File: src/rtl/matvec_pkg.sv
// Shared types and width helpers for the matrix-vector sequencer.
// DW is the datapath width seen by the external MAC and result buffer.
package matvec_pkg;

  localparam int DW = 32;

  typedef enum logic [2:0] {
    IDLE,
    ISSUE,
    DRAIN,
    WRITE,
    DONE
  } state_e;

  // An address port is always at least one bit wide, even for a single entry.
  function automatic int addr_w(input int depth);
    return (depth > 1) ? $clog2(depth) : 1;
  endfunction

  function automatic int waw_f(input int n, input int d);
    return addr_w(n * d);
  endfunction

  function automatic int xaw_f(input int n);
    return addr_w(n);
  endfunction

  function automatic int oaw_f(input int d);
    return addr_w(d);
  endfunction

endpackage

File: src/rtl/matvec_sched_valid_delay.sv
// Fixed-latency strobe delay line that keeps MAC control aligned with SRAM read data.
module valid_delay #(
  parameter int LAT = 1
) (
  input  logic clk,
  input  logic rst,
  input  logic d,
  output logic q
);

  logic [LAT-1:0] sr_q, sr_d;

  always_comb begin
    sr_d    = sr_q;
    sr_d[0] = d;
    for (int k = 1; k < LAT; k++) begin
      sr_d[k] = sr_q[k-1];
    end
  end

  // NOTE: this is a strobe pipeline, not storage, so every stage is reset;
  // a stale bit surviving reset would fire a spurious MAC enable.
  always_ff @(posedge clk or posedge rst) begin
    if (rst) sr_q <= '0;
    else     sr_q <= sr_d;
  end

  assign q = sr_q[LAT-1];

endmodule

File: src/rtl/matvec_sched.sv
// Time-multiplexed matrix-vector sequencer: one weight/vector read per cycle,
// MAC strobes aligned to read data, one result write per row with backpressure.
// Optional perf counters are built when MATVEC_SCHED_PERF_EN is defined.
module matvec_sched
  import matvec_pkg::*;
#(
  parameter int N      = 128,
  parameter int D      = 128,
  parameter int RD_LAT = 1,
  parameter int WAW    = waw_f(N, D),
  parameter int XAW    = xaw_f(N),
  parameter int OAW    = oaw_f(D)
) (
  input  logic           clk,
  input  logic           rst,
  input  logic           start,
  output logic           busy,
  output logic           done,
  output logic           rd_en,
  output logic [WAW-1:0] w_addr,
  output logic [XAW-1:0] x_addr,
  output logic           mac_en,
  output logic           mac_clr,
  output logic           out_wr_en,
  output logic [OAW-1:0] out_addr,
  input  logic           out_ready
`ifdef MATVEC_SCHED_PERF_EN
  ,
  output logic [31:0]    perf_cycles,
  output logic [31:0]    perf_stalls
`endif
);

  localparam int DCW = $clog2(RD_LAT + 1);
  localparam logic [XAW-1:0] J_LAST     = XAW'(N - 1);
  localparam logic [OAW-1:0] I_LAST     = OAW'(D - 1);
  localparam logic [DCW-1:0] DRAIN_LOAD = DCW'(RD_LAT);

  state_e         state_q, state_d;
  logic [XAW-1:0] j_q, j_d;
  logic [OAW-1:0] i_q, i_d;
  logic [WAW-1:0] w_addr_q, w_addr_d;
  logic [DCW-1:0] drain_q, drain_d;
  logic           busy_q, busy_d;
  logic           done_q, done_d;
  logic           rd_en_q, rd_en_d;
  logic           out_wr_en_q, out_wr_en_d;

  always_ff @(posedge clk or posedge rst) begin
    if (rst) begin
      state_q  <= IDLE;
      j_q      <= '0;
      i_q      <= '0;
      w_addr_q <= '0;
      drain_q  <= '0;
    end else begin
      // NOTE: state flops use non-blocking assignment so every register
      // samples the pre-edge value of every other register.
      state_q  <= state_d;
      j_q      <= j_d;
      i_q      <= i_d;
      w_addr_q <= w_addr_d;
      drain_q  <= drain_d;
    end
  end

  // w_addr runs as its own incrementer, so no i*N product is ever formed.
  always_comb begin
    // NOTE: hold-value defaults first, so no branch can leave a signal unassigned and infer a latch.
    state_d  = state_q;
    j_d      = j_q;
    i_d      = i_q;
    w_addr_d = w_addr_q;
    drain_d  = drain_q;
    unique case (state_q)
      IDLE: begin
        if (start) begin
          state_d  = ISSUE;
          j_d      = '0;
          i_d      = '0;
          w_addr_d = '0;
        end
      end
      ISSUE: begin
        if (j_q == J_LAST) begin
          state_d = DRAIN;
          drain_d = DRAIN_LOAD;
        end else begin
          j_d      = j_q + 1'b1;
          w_addr_d = w_addr_q + 1'b1;
        end
      end
      DRAIN: begin
        if (drain_q == DCW'(1)) state_d = WRITE;
        else                    drain_d = drain_q - 1'b1;
      end
      WRITE: begin
        if (out_ready) begin
          if (i_q == I_LAST) begin
            state_d = DONE;
          end else begin
            state_d  = ISSUE;
            i_d      = i_q + 1'b1;
            j_d      = '0;
            w_addr_d = w_addr_q + 1'b1;
          end
        end
      end
      DONE:    state_d = IDLE;
      default: state_d = IDLE;
    endcase
  end

  // Strobes are decoded from the next state and registered, so they change
  // on the same edge as the state itself.
  always_comb begin
    busy_d      = (state_d != IDLE);
    rd_en_d     = (state_d == ISSUE);
    out_wr_en_d = (state_d == WRITE);
    done_d      = (state_d == DONE);
  end

  always_ff @(posedge clk or posedge rst) begin
    if (rst) begin
      busy_q      <= 1'b0;
      rd_en_q     <= 1'b0;
      out_wr_en_q <= 1'b0;
      done_q      <= 1'b0;
    end else begin
      busy_q      <= busy_d;
      rd_en_q     <= rd_en_d;
      out_wr_en_q <= out_wr_en_d;
      done_q      <= done_d;
    end
  end

  valid_delay #(.LAT(RD_LAT)) u_mac_en_dly (
    .clk (clk),
    .rst (rst),
    .d   (rd_en_q),
    .q   (mac_en)
  );

  valid_delay #(.LAT(RD_LAT)) u_mac_clr_dly (
    .clk (clk),
    .rst (rst),
    .d   (rd_en_q && (j_q == '0)),
    .q   (mac_clr)
  );

  assign busy      = busy_q;
  assign done      = done_q;
  assign rd_en     = rd_en_q;
  assign w_addr    = w_addr_q;
  assign x_addr    = j_q;
  assign out_wr_en = out_wr_en_q;
  assign out_addr  = i_q;

`ifdef MATVEC_SCHED_PERF_EN
  logic [31:0] perf_cycles_q, perf_cycles_d;
  logic [31:0] perf_stalls_q, perf_stalls_d;

  // Counters clear on start acceptance and then hold until the next start.
  always_comb begin
    perf_cycles_d = perf_cycles_q;
    perf_stalls_d = perf_stalls_q;
    if (state_q == IDLE) begin
      if (start) begin
        perf_cycles_d = '0;
        perf_stalls_d = '0;
      end
    end else begin
      if (perf_cycles_q != '1) perf_cycles_d = perf_cycles_q + 1'b1;
      if (state_q == WRITE && !out_ready && perf_stalls_q != '1)
        perf_stalls_d = perf_stalls_q + 1'b1;
    end
  end

  always_ff @(posedge clk or posedge rst) begin
    if (rst) begin
      perf_cycles_q <= '0;
      perf_stalls_q <= '0;
    end else begin
      perf_cycles_q <= perf_cycles_d;
      perf_stalls_q <= perf_stalls_d;
    end
  end

  assign perf_cycles = perf_cycles_q;
  assign perf_stalls = perf_stalls_q;
`endif

endmodule

File: config.mk
export PLATFORM = sky130hd
export DESIGN_NAME = matvec_sched
export DESIGN_NICKNAME = d
export VERILOG_FILES = /design/src/rtl/matvec_pkg.sv /design/src/rtl/matvec_sched_valid_delay.sv /design/src/rtl/matvec_sched.sv
export SDC_FILE = /design/constraint.sdc
export NUM_CORES = 1
export LEC_CHECK = 0
export BUFFER_PORTS_ARGS = -buffer_cell sky130_fd_sc_hd__buf_2
export CORE_MARGIN = 2
export CORE_UTILIZATION = 59
export CTS_CLUSTER_SIZE = 20
export DETAILED_ROUTE_END_ITERATION = 6
export GPL_TIMING_DRIVEN = 0
export PLACE_DENSITY_LB_ADDON = 0.25
export SLEW_MARGIN = 5
export SYNTH_ARGS = -nofsm -noshare
export SYNTH_HDL_FRONTEND = slang
export SYNTH_HIERARCHICAL = 1
export SYNTH_SLANG_ARGS = --single-unit
File: constraint.sdc
create_clock -name clk -period 4.4 [get_ports clk]
set_input_delay 0.22 -clock clk [delete_from_list [all_inputs] [get_ports clk]]
set_output_delay 0.22 -clock clk [all_outputs]
set_load 0.01 [all_outputs]
; Yosys cells after proc, flatten, opt, wreduce, memory -nomap -nowiden
; Cells that the tools add are included.
[totals]
output_inout_bits = 34
word_cells = 60
ff_bits = 38
[op_classes]
reduce_logical = 10
eq_ne = 13
addsub = 4
mux = 22
[op_table]
columns = cell, n
row1 = two-way mux 14 bit, 4
row2 = two-way mux 7 bit, 6
row3 = case mux 14 bit (3 select lines), 1
row4 = case mux 7 bit (3 select lines), 1
row5 = two-way mux 3 bit, 5
row6 = adder 14 x 1 -> 14 bit (second input constant), 1
row7 = adder 7 x 1 -> 7 bit (second input constant), 2
row8 = == test 7 bit (second input constant), 2
row9 = case mux 7 bit (2 select lines), 1
row10 = case mux 3 bit (4 select lines), 1
row11 = != test 2 bit (second input constant), 5
row12 = == test 3 x 2 -> 1 bit (second input constant), 3
row13 = zero test 7 bit, 1
row14 = == test 3 x 1 -> 1 bit (second input constant), 2
row15 = nonzero test 3 bit, 2
row16 = AND reduction 5 bit, 1
row17 = AND reduction 4 bit, 1
row18 = nonzero test 2 bit, 2
row19 = == test 3 bit (second input constant), 1
row20 = zero test 3 bit, 1
row21 = two-way mux 1 bit, 2
row22 = case mux 1 bit (2 select lines), 1
row23 = AND reduction 2 bit, 1
row24 = logical AND 1 bit, 1
row25 = subtractor 1 bit (second input constant), 1

; Logic depth before layout (Yosys ltp)
[logic_depth]
ltp_word = 5
depth_mapped = 8
depth_no_buf = 7

; Cells and area by module
; Netlist, hierarchy kept.
[modules_own_cells]
columns = module, area_each_um2, seq_area_each_um2, cells_each, n_inst
row1 = matvec_sched, 1913.1, 900.9, 197, 1
row2 = valid_delay, 28.8, 25.0, 2, 2

; Least setup slack after synthesis
; Ideal clock, no wire load.
[synth_path]
path_type = reg-to-reg
start = reg i_q[0], in the netlist out_addr[0]
end = reg j_q[5], in the netlist x_addr[5]
setup_slack_ns = 2.258
path_stages_with_launch = 8
required_time_ns = 4.322
period_less_slack_ns = 2.142
t_arrival_ns = 2.064
path_cell_list = dfrtp_1 > ha_1 > nand4_1 > nor3_2 > or3_1 > buf_2 > or4_1 > a21oi_1
[synth_via]
elab_chain_len = 3
[synth_lines]
columns = item, line_no
row1 = start: declaration, matvec_sched.sv:41  ; logic [OAW-1:0] i_q, i_d;
row2 = start signal: assignment, matvec_sched.sv:61  ; i_q <= i_d;
row3 = == test 7 bit, matvec_sched.sv:99  ; if (i_q == I_LAST) begin
row4 = != test 2 bit (no line), n/a
row5 = AND reduction 5 bit (no line), n/a
row6 = end signal: assignment, matvec_sched.sv:60  ; j_q <= j_d;
row7 = end: declaration, matvec_sched.sv:40  ; logic [XAW-1:0] j_q, j_d;
; Every way passes these cells.
; A chain may end at the register's enable or synchronous reset.

; Worst setup path in the final report
[layout_path]
start = reg i_q[0], in the netlist out_addr[0]
end = reg w_addr_q[13], in the netlist w_addr[13]
[layout_via]
elab_chain_len = 3
[layout_lines]
columns = item, line_no
row1 = == test 7 bit, matvec_sched.sv:99
row2 = != test 2 bit (no line), n/a
row3 = AND reduction 5 bit (no line), n/a
row4 = end signal: assignment, matvec_sched.sv:62  ; w_addr_q <= w_addr_d;
row5 = end: declaration, matvec_sched.sv:42  ; logic [WAW-1:0] w_addr_q, w_addr_d;
; Every way passes these cells.

==> impl_metrics.env <==
export IMPL_critPathTopFamily="simple AND/OR/NAND/NOR gates"
export IMPL_utilization_pct=73.0
export IMPL_hold_class="input pin to flop"
export IMPL_cap_viol_max_count=0
export IMPL_antenna_found_initial=0
export IMPL_maxUsedRoutingLayer="met4"
export IMPL_combPwrFrac_pct=35.4
export IMPL_layout_drive_gt1_share_pct=26.0
export IMPL_ys_seq_elements=38
export IMPL_seqPwrFrac_pct=48.8
export IMPL_outcome="completed"
export IMPL_tightestPinTransition_ns=0.844
export IMPL_fin_tns_setup_ns=0
export IMPL_via_per_inst=5.88
export IMPL_cts_buffers=5
export IMPL_pwr_density_cell_nw_per_um2=471
export IMPL_syn_inst=201
export IMPL_async_flop_share_pct=100
export IMPL_cts_tree="built"
export IMPL_yosysWarnings=6
export IMPL_grt_pass1_vias=1511
export IMPL_die_y_um=61.8
export IMPL_clockBufferDepth=2
export IMPL_crit_type="flop to flop"
export IMPL_drc=0
export IMPL_crit_chain="ha_1, nand4_1, nor3_2, nor4b_1, a31oi_1, a41o_1"
export IMPL_switching_share_pct=39.2
export IMPL_clockPowerShare_pct=15.8
export IMPL_grt_overflow_total=0
export IMPL_cts_sinks=38
export IMPL_clock_fmax_mhz=426
export IMPL_start_util_pct=63.5
export IMPL_cp_data_arrival_time_ns=2.60
export IMPL_stdcell_area_sq_um=2270
export IMPL_numPortBuffers=37
export IMPL_ys_flop_type="dfrtp_1"
export IMPL_ir_drop_mv=0.278
export IMPL_drt_iter0_markers=86
export IMPL_cp_end_kind="flop"
export IMPL_first_pass_iters=4
export IMPL_crit_required_ns=4.65
export IMPL_die_area_sq_um=3820
export IMPL_finalHoldViolCount=0
export IMPL_leakage_nw=1.12
export IMPL_io_pins=38
export IMPL_fin_nets=254
export IMPL_area_delta_synth_final_pct=15.0
export IMPL_dr_wl_met2_mm=2.03
export IMPL_min_period_over_period_pct=53.4
export IMPL_power_switching_mw=0.418
export IMPL_post_cts_buffers=0
export IMPL_grt_pass1_wl_mm=6.64
export IMPL_grt_max_degree=37
export IMPL_vias=1706
export IMPL_p_int_mw=0.649
export IMPL_syn_nets=209
export IMPL_min_period_ns=2.35
export IMPL_grt_use_total_pct=23.3
export IMPL_synth_edf_count=0
export IMPL_cts_root_buf="clkbuf_4"
export IMPL_layout_common_cells="38 x buf_2, 38 x dfrtp_1, 23 x nand2_1"
export IMPL_htreeDepth=2
export IMPL_antenna_cells=0
export IMPL_wl_mm=4.03
export IMPL_grt_setup_unrepaired="no"
export IMPL_gp_congestion=0.801
export IMPL_wl_met1_mm=1.72
export IMPL_hpwl_mm=2.97
export IMPL_slew_violations=0
export IMPL_crit_path_max_fanout=9
export IMPL_finalSetupViolations=0
export IMPL_clkTransAtPathRegs_ns=0.10
export IMPL_clock_skew_ns=0.00808
export IMPL_maxSlewHeadroom_pct=42.9
export IMPL_wl_per_cell_um=13.9
export IMPL_placed_area_sq_um=2210
export IMPL_insertion_delay_ns=0.35
export IMPL_fin_hold_ws_ns=0.219
export IMPL_synth_avg_cell_area_sq_um=9.80
export IMPL_synth_area_sq_um=1970
export IMPL_yosysSeqAreaShare_pct=48.3
export IMPL_row_count=20
export IMPL_critPathBufInv=0
export IMPL_die_x_um=61.8
export IMPL_worst_setup_path_start_kind="flop"
export IMPL_drt_antenna_violating_nets=0
export IMPL_slowest_delay_ns=0.76
export IMPL_coreArea_sq_um=3100
export IMPL_crit_path_top_delay_cell="nor4b_1"
export IMPL_wl_met3_um=224
export IMPL_yosysUniqueCellTypes=47
==> worst register-to-register path: stages (launching register included) <==
cell	delay [ns]
dfrtp_1	0.44
ha_1	0.27
nand4_1	0.22
nor3_2	0.15
nor4b_1	0.76
a31oi_1	0.17
a41o_1	0.24
==> repair_timing <==
action	CTS	global route
endpoints found under the setup margin	0	0
resized for setup	0	0
endpoints found under the hold margin	2	0
hold buffers	1	0
==> power by group through the flow <==
| stage | Clock, mW | Sequential [mW] | Combinational (mW) |
|---|---|---|---|
| final | 0.169 | 0.520 | 0.378 |
| after global placement | 0 | 0.524 | 0.367 |
| after floorplan | 0 | 0.541 | 0.225 |
| after global routing | 0.181 | 0.534 | 0.429 |
| after detailed placement | 0 | 0.525 | 0.381 |
| after CTS | 0.169 | 0.519 | 0.382 |
==> flip-flops by register name, indices dropped and copies added (netlist names) <==
signal	cells
w_addr	14
state_q	3
rd_en	1
x_addr	7
done	1
u_mac_clr_dly/q	1
u_mac_en_dly/q	1
drain_q	1
out_addr	7
out_wr_en	1
busy	1
==> logic make-up (layout without fill, tap and decap cells) <==
| group | count (synthesis) | after routing | synth area share, % |
|---|---|---|---|
| xor+xnor | 6 | 6 | 2.67 |
| fa+ha+maj | 4 | 4 | 2.54 |
| simple gates | 92 | 92 | 27.4 |
| flops | 38 | 38 | 48.3 |
| compound gates | 41 | 41 | 13.9 |
| mux | 2 | 2 | 1.02 |
| buf+inv | 18 | 63 | 4.25 |
==> synthesized netlist by cell type (all sizes together), types with 2 or more instances <==
| library cell | number | share of area [%] |
|---|---|---|
| nor4 | 9 | 3.6 |
| nor4b | 2 | 0.89 |
| a31oi | 3 | 0.95 |
| o31ai | 3 | 1.1 |
| inv | 12 | 2.3 |
| nand2b | 2 | 1.0 |
| or3 | 6 | 2.0 |
| o21ai | 7 | 1.8 |
| nand4 | 7 | 2.2 |
| xnor2 | 6 | 2.7 |
| nor3 | 3 | 1.0 |
| clkbuf | 3 | 0.57 |
| a21oi | 12 | 3.0 |
| or2b | 2 | 0.89 |
| nand3 | 8 | 2.0 |
| or4 | 5 | 1.9 |
| nand2 | 23 | 4.4 |
| or2 | 2 | 0.63 |
| mux2i | 2 | 1.0 |
| dfrtp | 38 | 48 |
| o211ai | 3 | 1.1 |
| buf | 3 | 1.4 |
| a31o | 4 | 1.8 |
| and4 | 2 | 0.89 |
| ha | 4 | 2.5 |
| and3 | 3 | 0.95 |
| nor2 | 13 | 2.5 |
==> per-stage QoR <==
| step | worst slack, ns | instances | power, mW |
|---|---|---|---|
| after floorplan | 2.26 | 201 | 0.766 |
| after global placement | 2.11 | 282 | 0.891 |
| after detailed placement | 2.06 | 282 | 0.906 |
| after CTS | 2.04 | 290 | 1.07 |
| after global routing | 1.89 | 290 | 1.14 |
| final | 2.05 | 290 | 1.07 |
==> worst paths after layout <==
kind                        startpoint             end  slack, ns  depth (start not counted)
max                        out_addr[0]      w_addr[13]       2.05                          6
min                          out_ready            done       0.22                          3
max reg2reg                out_addr[0]      w_addr[13]       2.05                          6
min reg2reg                      rd_en  u_mac_en_dly/q       0.40                          0
max in group asynchronous          rst       x_addr[6]       3.37                          3
min in group asynchronous          rst  u_mac_en_dly/q       0.26                          3
==> cell type report <==
type                       instances  area [sq um]
buffer                             6          38.8
clock buffer                       7          45.0
fill                             265           837
inverter                          12          45.0
multi-input combinational        145           936
sequential                        38           951
tap                               44          55.1
timing repair buffer              38           195
==> per-layer routing <==
layer,GRT usage [%],up-vias
li1,-,825
met1,29.1,826
met4,6.38,0
met2,40.6,47
met3,5.59,8
met5,0,-
Note: power is estimated with default switching activity, not from simulation.
